$ cat config.mk
export PLATFORM = sky130hd
export DESIGN_NAME = tlk2711_rx_frame
export DESIGN_NICKNAME = d
export VERILOG_FILES = /design/src/rtl/tlk2711_rx_frame.sv
export SDC_FILE = /design/constraint.sdc
export NUM_CORES = 1
export LEC_CHECK = 0
export CORE_MARGIN = 2
export CORE_UTILIZATION = 64
export DETAILED_ROUTE_END_ITERATION = 7
export DONT_BUFFER_PORTS = 1
export PLACE_DENSITY = 0.9
export SYNTH_ARGS = -nofsm -noshare
export SYNTH_HDL_FRONTEND = slang
export SYNTH_SLANG_ARGS = --single-unit
export TNS_END_PERCENT = 10
$ cat constraint.sdc
create_clock -name clk -period 3 [get_ports clk]
set_input_delay 0.3 -clock clk [delete_from_list [all_inputs] [get_ports clk]]
set_output_delay 0.3 -clock clk [all_outputs]
set_load 0.005 [all_outputs]
$ cat src/rtl/tlk2711_rx_frame.sv
// TLK2711 receive frame decoder: comma-based link sync, SOF/length/payload/checksum/EOF
// delineation, payload streaming with per-frame done/error pulses and saturating counters.
module tlk2711_rx_frame #(
   parameter int unsigned MAX_LEN  = 1024,
   parameter int unsigned SYNC_CNT = 4
) (
   input  logic        clk,
   input  logic        rst,
   input  logic        i_soft_rst,
   input  logic        i_rx_valid,
   input  logic [17:0] i_rx_data,
   output logic        o_link_up,
   output logic [15:0] o_data,
   output logic        o_data_valid,
   output logic        o_sof,
   output logic        o_eof,
   output logic        o_frame_done,
   output logic        o_frame_err,
   output logic [1:0]  o_err_code,
   output logic [31:0] o_frame_cnt,
   output logic [15:0] o_err_cnt
);

   localparam int unsigned DW = 16;
   localparam int unsigned CW = 8;
   localparam logic [1:0]  ERR_LEN = 2'd1;
   localparam logic [1:0]  ERR_CHK = 2'd2;
   localparam logic [1:0]  ERR_FRM = 2'd3;

   typedef enum logic [2:0] {S_IDLE, S_LEN, S_DATA, S_CHK, S_EOF} state_t;

   state_t          state, state_d;
   logic [1:0]      rk;
   logic [DW-1:0]   dat;
   logic            is_k, is_idle, is_sof, is_eof, is_errw, is_bad;
   logic [CW-1:0]   comma_cnt, comma_d;
   logic            link_d;
   logic [DW-1:0]   rem, csum;
   logic            first;
   logic            err_c, done_c, emit_c, load_c;
   logic [1:0]      code_c;
   logic [DW-1:0]   data_d;
   logic            dv_d, sof_d, eof_d, done_d, err_d;
   logic [1:0]      code_d;
   logic [31:0]     fcnt_d;
   logic [15:0]     ecnt_d;

   // Character classification
   assign rk      = i_rx_data[17:16];
   assign dat     = i_rx_data[15:0];
   assign is_k    = |rk;
   assign is_idle = (rk == 2'b01) && (dat == 16'hC5BC);
   assign is_sof  = (rk == 2'b01) && (dat == 16'h00FB);
   assign is_eof  = (rk == 2'b01) && (dat == 16'h00FD);
   assign is_errw = (rk == 2'b11) && (dat == 16'hFEFE);
   assign is_bad  = is_k && !(is_idle || is_sof || is_eof || is_errw);

   // Link sync: count consecutive commas while down; ERRW/BADK drop the link
   always_comb begin
      link_d  = o_link_up;
      comma_d = comma_cnt;
      if (i_rx_valid) begin
         if (is_errw || is_bad) begin
            link_d  = 1'b0;
            comma_d = '0;
         end else if (!o_link_up) begin
            if (is_idle) begin
               if (9'(comma_cnt) + 9'd1 >= 9'(SYNC_CNT)) begin
                  link_d  = 1'b1;
                  comma_d = '0;
               end else begin
                  comma_d = comma_cnt + CW'(1);
               end
            end else begin
               comma_d = '0;
            end
         end
      end
   end

   // Per-word frame event decode; link-loss words are K-characters and land in the framing cases
   always_comb begin
      err_c  = 1'b0;
      code_c = 2'd0;
      done_c = 1'b0;
      emit_c = 1'b0;
      load_c = 1'b0;
      if (i_rx_valid && o_link_up) begin
         case (state)
            S_LEN: begin
               if (is_k) begin
                  err_c  = 1'b1;
                  code_c = ERR_FRM;
               end else if ((dat == '0) || (32'(dat) > MAX_LEN)) begin
                  err_c  = 1'b1;
                  code_c = ERR_LEN;
               end else begin
                  load_c = 1'b1;
               end
            end
            S_DATA: begin
               if (is_k) begin
                  err_c  = 1'b1;
                  code_c = ERR_FRM;
               end else begin
                  emit_c = 1'b1;
               end
            end
            S_CHK: begin
               if (is_k) begin
                  err_c  = 1'b1;
                  code_c = ERR_FRM;
               end else if (dat != csum) begin
                  err_c  = 1'b1;
                  code_c = ERR_CHK;
               end
            end
            S_EOF: begin
               if (is_eof) begin
                  done_c = 1'b1;
               end else begin
                  err_c  = 1'b1;
                  code_c = ERR_FRM;
               end
            end
            default: ;
         endcase
      end
   end

   // State register
   always_ff @(posedge clk) begin
      if (rst || i_soft_rst) state <= S_IDLE;
      else                   state <= state_d;
   end

   // Next state
   always_comb begin
      state_d = state;
      if (!o_link_up) begin
         state_d = S_IDLE;
      end else if (i_rx_valid) begin
         if (err_c || done_c) begin
            state_d = S_IDLE;
         end else begin
            case (state)
               S_IDLE:  if (is_sof) state_d = S_LEN;
               S_LEN:   state_d = S_DATA;
               S_DATA:  if (rem == DW'(1)) state_d = S_CHK;
               S_CHK:   state_d = S_EOF;
               default: state_d = S_IDLE;
            endcase
         end
      end
   end

   // Output next values
   always_comb begin
      data_d = o_data;
      dv_d   = emit_c;
      sof_d  = emit_c && first;
      eof_d  = emit_c && (rem == DW'(1));
      done_d = done_c;
      err_d  = err_c;
      code_d = o_err_code;
      fcnt_d = o_frame_cnt;
      ecnt_d = o_err_cnt;
      if (emit_c) data_d = dat;
      if (err_c) code_d = code_c;
      if (done_c && (o_frame_cnt != '1)) fcnt_d = o_frame_cnt + 32'd1;
      if (err_c && (o_err_cnt != '1)) ecnt_d = o_err_cnt + 16'd1;
   end

   // Link, datapath and per-word output registers
   always_ff @(posedge clk) begin
      if (rst || i_soft_rst) begin
         o_link_up    <= 1'b0;
         comma_cnt    <= '0;
         rem          <= '0;
         csum         <= '0;
         first        <= 1'b0;
         o_data       <= '0;
         o_data_valid <= 1'b0;
         o_sof        <= 1'b0;
         o_eof        <= 1'b0;
         o_frame_done <= 1'b0;
         o_frame_err  <= 1'b0;
         o_err_code   <= 2'd0;
      end else begin
         o_link_up    <= link_d;
         comma_cnt    <= comma_d;
         o_data       <= data_d;
         o_data_valid <= dv_d;
         o_sof        <= sof_d;
         o_eof        <= eof_d;
         o_frame_done <= done_d;
         o_frame_err  <= err_d;
         o_err_code   <= code_d;
         if (load_c) begin
            rem   <= dat;
            csum  <= '0;
            first <= 1'b1;
         end else if (emit_c) begin
            rem   <= rem - DW'(1);
            csum  <= csum + dat;
            first <= 1'b0;
         end
      end
   end

   // Statistics survive a soft reset
   always_ff @(posedge clk) begin
      if (rst) begin
         o_frame_cnt <= '0;
         o_err_cnt   <= '0;
      end else if (!i_soft_rst) begin
         o_frame_cnt <= fcnt_d;
         o_err_cnt   <= ecnt_d;
      end
   end

endmodule

==> impl_metrics.ini <==
[status]
status = finished clean

[cts]
htree_num_levels = 4
clkLatencyLatePin_ps = 520
clock_sinks = 116
ctsHoldBuffers = 18
path_clk_slew_ps = 60
cts_tree = built
cts.repair.resized = 0
cts_buffers = 17
cts_buffer_depth = 2
clock-root-buffer = clkbuf_8
cts_setup_buffers = 0

[routing]
first_pass_iters = 5
vias = 5919
drc = 0
via_per_inst = 6.36
ant_nets = 0
wl_per_cell_um = 18.1
finalWirelength_um = 16800
drt_iter0_markers = 469

[setup_path]
cp.buffers_inverters = 1
cp_max_fo = 10
cp_slowest_stage_delay_ps = 560
critPathCaptureType = flop
crit-reg2reg-launch = o_frame_cnt[3]
reg2reg_setup_slack_ps = 240
crit_family = simple AND/OR/NAND/NOR gates
ff2ff_path_depth = 8
crit_slowest_cell = o311ai_4
path_cells = nand4_2 -> or4_1 -> or2_4 -> o311ai_4 -> buf_12 -> nor3_1 -> xnor2_1 -> nor2_1
path_class = reg -> reg
critical_path_depth = 8
critPathArrivalTime_ps = 3160
r2r-end = o_frame_cnt[27]
cp.required_ps = 3400
crit_path_start_kind = flop

[yosys]
yosys.area_share.adder = 0.0453
seq_area_frac_synth = 0.372
syn_nets = 812
async_flop_share = 0
synth_edf_count = 0
synthCells = 768
yosys.area.top_type_share = 0.372
yosysUniqueCellTypes = 64
synth_compound_area_frac = 0.161
synth_warnings = 0
ys_seq_elements = 116
synth.most_common_cell = dfxtp_1
synth-simple-area-share = 0.308
avgSynthCellArea_um2 = 8.13
synth-xor-area-share = 0.0407
synth_mux_area_frac = 0.0353
synthTopCellsByArea = dfxtp_1 37%, nand2_1 5.9%, a21oi_1 5.4%
synthFlopType = dfxtp_1
synth_top_family_by_area = simple AND/OR/NAND/NOR gates
syn_area_mm2 = 0.00625
synthTopCellsByCount = 116 x dfxtp_1, 98 x nand2_1, 77 x nor2_1, 67 x a21oi_1, 30 x nor3_1
synth_top_cell_by_area = dfxtp_1

[timing]
tns_ps = 0
finClkSkew_ps = 8.29
finalSetupViolCount = 0
maxSlewViolCount = 0
max_freq_ghz = 0.362
hold_ws_ps = 8.84
hold_viol = 0
slew-limit-headroom = 0.286
setup_ws_ps = 240
finalCriticalPeriod_ps = 2760
tightest_slew_ps = 1070
post-route-period-util = 0.920
rsz0062_at_grt = no

[power]
powerDensity_mw_per_mm2 = 491
peakVddDrop_uv = 343
leakage_nw = 2.52

[floorplanning]
rows = 36
die_h_um = 103
ios = 94
dieArea_mm2 = 0.0106
die_x_um = 103
core_area_mm2 = 0.00964
initial_core_util = 0.648

[placed_design]
hpwl_um = 10900
dpl.cell_count = 882
globalplace.congestion = 0.900
port_buffers = 0
dp_slack_ps = 340

[worst_hold_path]
whs_endpoint = o_err_cnt[8]
hp-start = rst
hp-class = in -> reg
whs_path_depth = 2

[finish]
diodes = 0
area_growth_pct = 14.0
finalNonFillerCells = 931
nets = 830
final_layout_size_suffix_gt1_frac = 0.114

[global_route]
grt_pass1_wl_um = 26700
grt_use_total = 0.326
grt_pass1_vias = 5789
antenna_found_initial = 0
grt_overflow = 0
grt_max_degree = 46

[run]
cap_viol_max_count = 0
cell type report:
type	count	area, um^2
repair buffers	33	315
fillers	690	2520
flip-flops and latches	116	2320
inverters	25	93.8
clock buffers	19	432
multi-input cells	593	3680
well taps	133	166
clock inverters	12	108
registers in the layout, summed over array words and instances (netlist names), 2 cells and up:
name,count
o_err_cnt,16
csum,16
o_frame_cnt,32
state,3
o_err_code,2
rem,16
o_data,16
comma_cnt,8
report_power, final:
part	switching (W)	total [W]	internal, W
clock	0.000726	0.00184	0.00111
combinational	0.0000699	0.000114	0.0000445
sequential	0.0000000000281	0.00154	0.00154
placed cells by master (no fill, tap or decap), types with 5 or more instances in the layout:
cell,netlist,layout
clkinvlp_4,0,6
nor3_1,30,30
nand3_1,29,29
nor3_2,8,8
o21ai_0,23,23
and3_1,18,18
or3_1,20,20
a31oi_1,9,9
o211ai_1,6,6
inv_1,25,25
nand4_1,13,13
dlygate4sd3_1,0,17
xnor2_1,23,23
mux2_1,11,11
or4_1,6,6
or2_2,5,5
ha_1,21,21
and4_1,5,5
nor4_1,14,14
mux2_2,5,5
xor2_1,6,6
dfxtp_1,116,116
a21oi_2,11,11
o21a_1,6,6
a21oi_1,67,67
and2_1,6,6
nor2_1,77,77
clkbuf_16,0,16
buf_4,0,14
nor2b_1,17,17
nand2_1,98,98
layer usage:
metal / GRT usage / wire length, um / up-vias
met4: 0.187 / 726 / 0
met5: 0 / 0 / -
li1: - / - / 2777
met1: 0.359 / 6430 / 2766
met3: 0.107 / 1470 / 76
met2: 0.553 / 8210 / 300
metrics by stage:
step | cell area (um^2) | total power (W) | utilization
floorplan | 6250 | 0.00165 | -
global placement | 6390 | 0.00165 | 0.663
detailed placement | 6390 | 0.00165 | 0.663
CTS | 7120 | 0.00351 | 0.739
global route | 7120 | 0.00359 | 0.739
finish | 7120 | 0.00349 | 0.739
how the worst max path moves through the flow:
stage                     slack, ps               to            from
final                           240  o_frame_cnt[27]  o_frame_cnt[3]
after floorplan                 600    o_err_cnt[11]    i_rx_data[7]
after detailed placement        340    o_err_code[0]    i_rx_data[4]
after global routing            120  o_frame_cnt[26]  o_frame_cnt[3]
after global placement          420    o_err_code[0]    i_rx_data[4]
after CTS                       330    o_err_code[0]         csum[7]
kinds of logic (layout without fill, tap and decap cells):
logic type,count (synthesis),count (layout)
AOI/OAI and AO/OA,154,154
xor gates and xnor gates,29,29
adders and majority gates,22,22
buffers and inverters,59,89
DFF,116,116
muxes,20,20
and+or+nand+nor,368,368
worst register-to-register path: stages, from the launching register on:
cell	delay, ps
dfxtp_1	490
nand4_2	310
or4_1	510
or2_4	280
o311ai_4	560
buf_12	220
nor3_1	60
xnor2_1	150
nor2_1	60
Note: power is estimated with default switching activity, not from simulation.
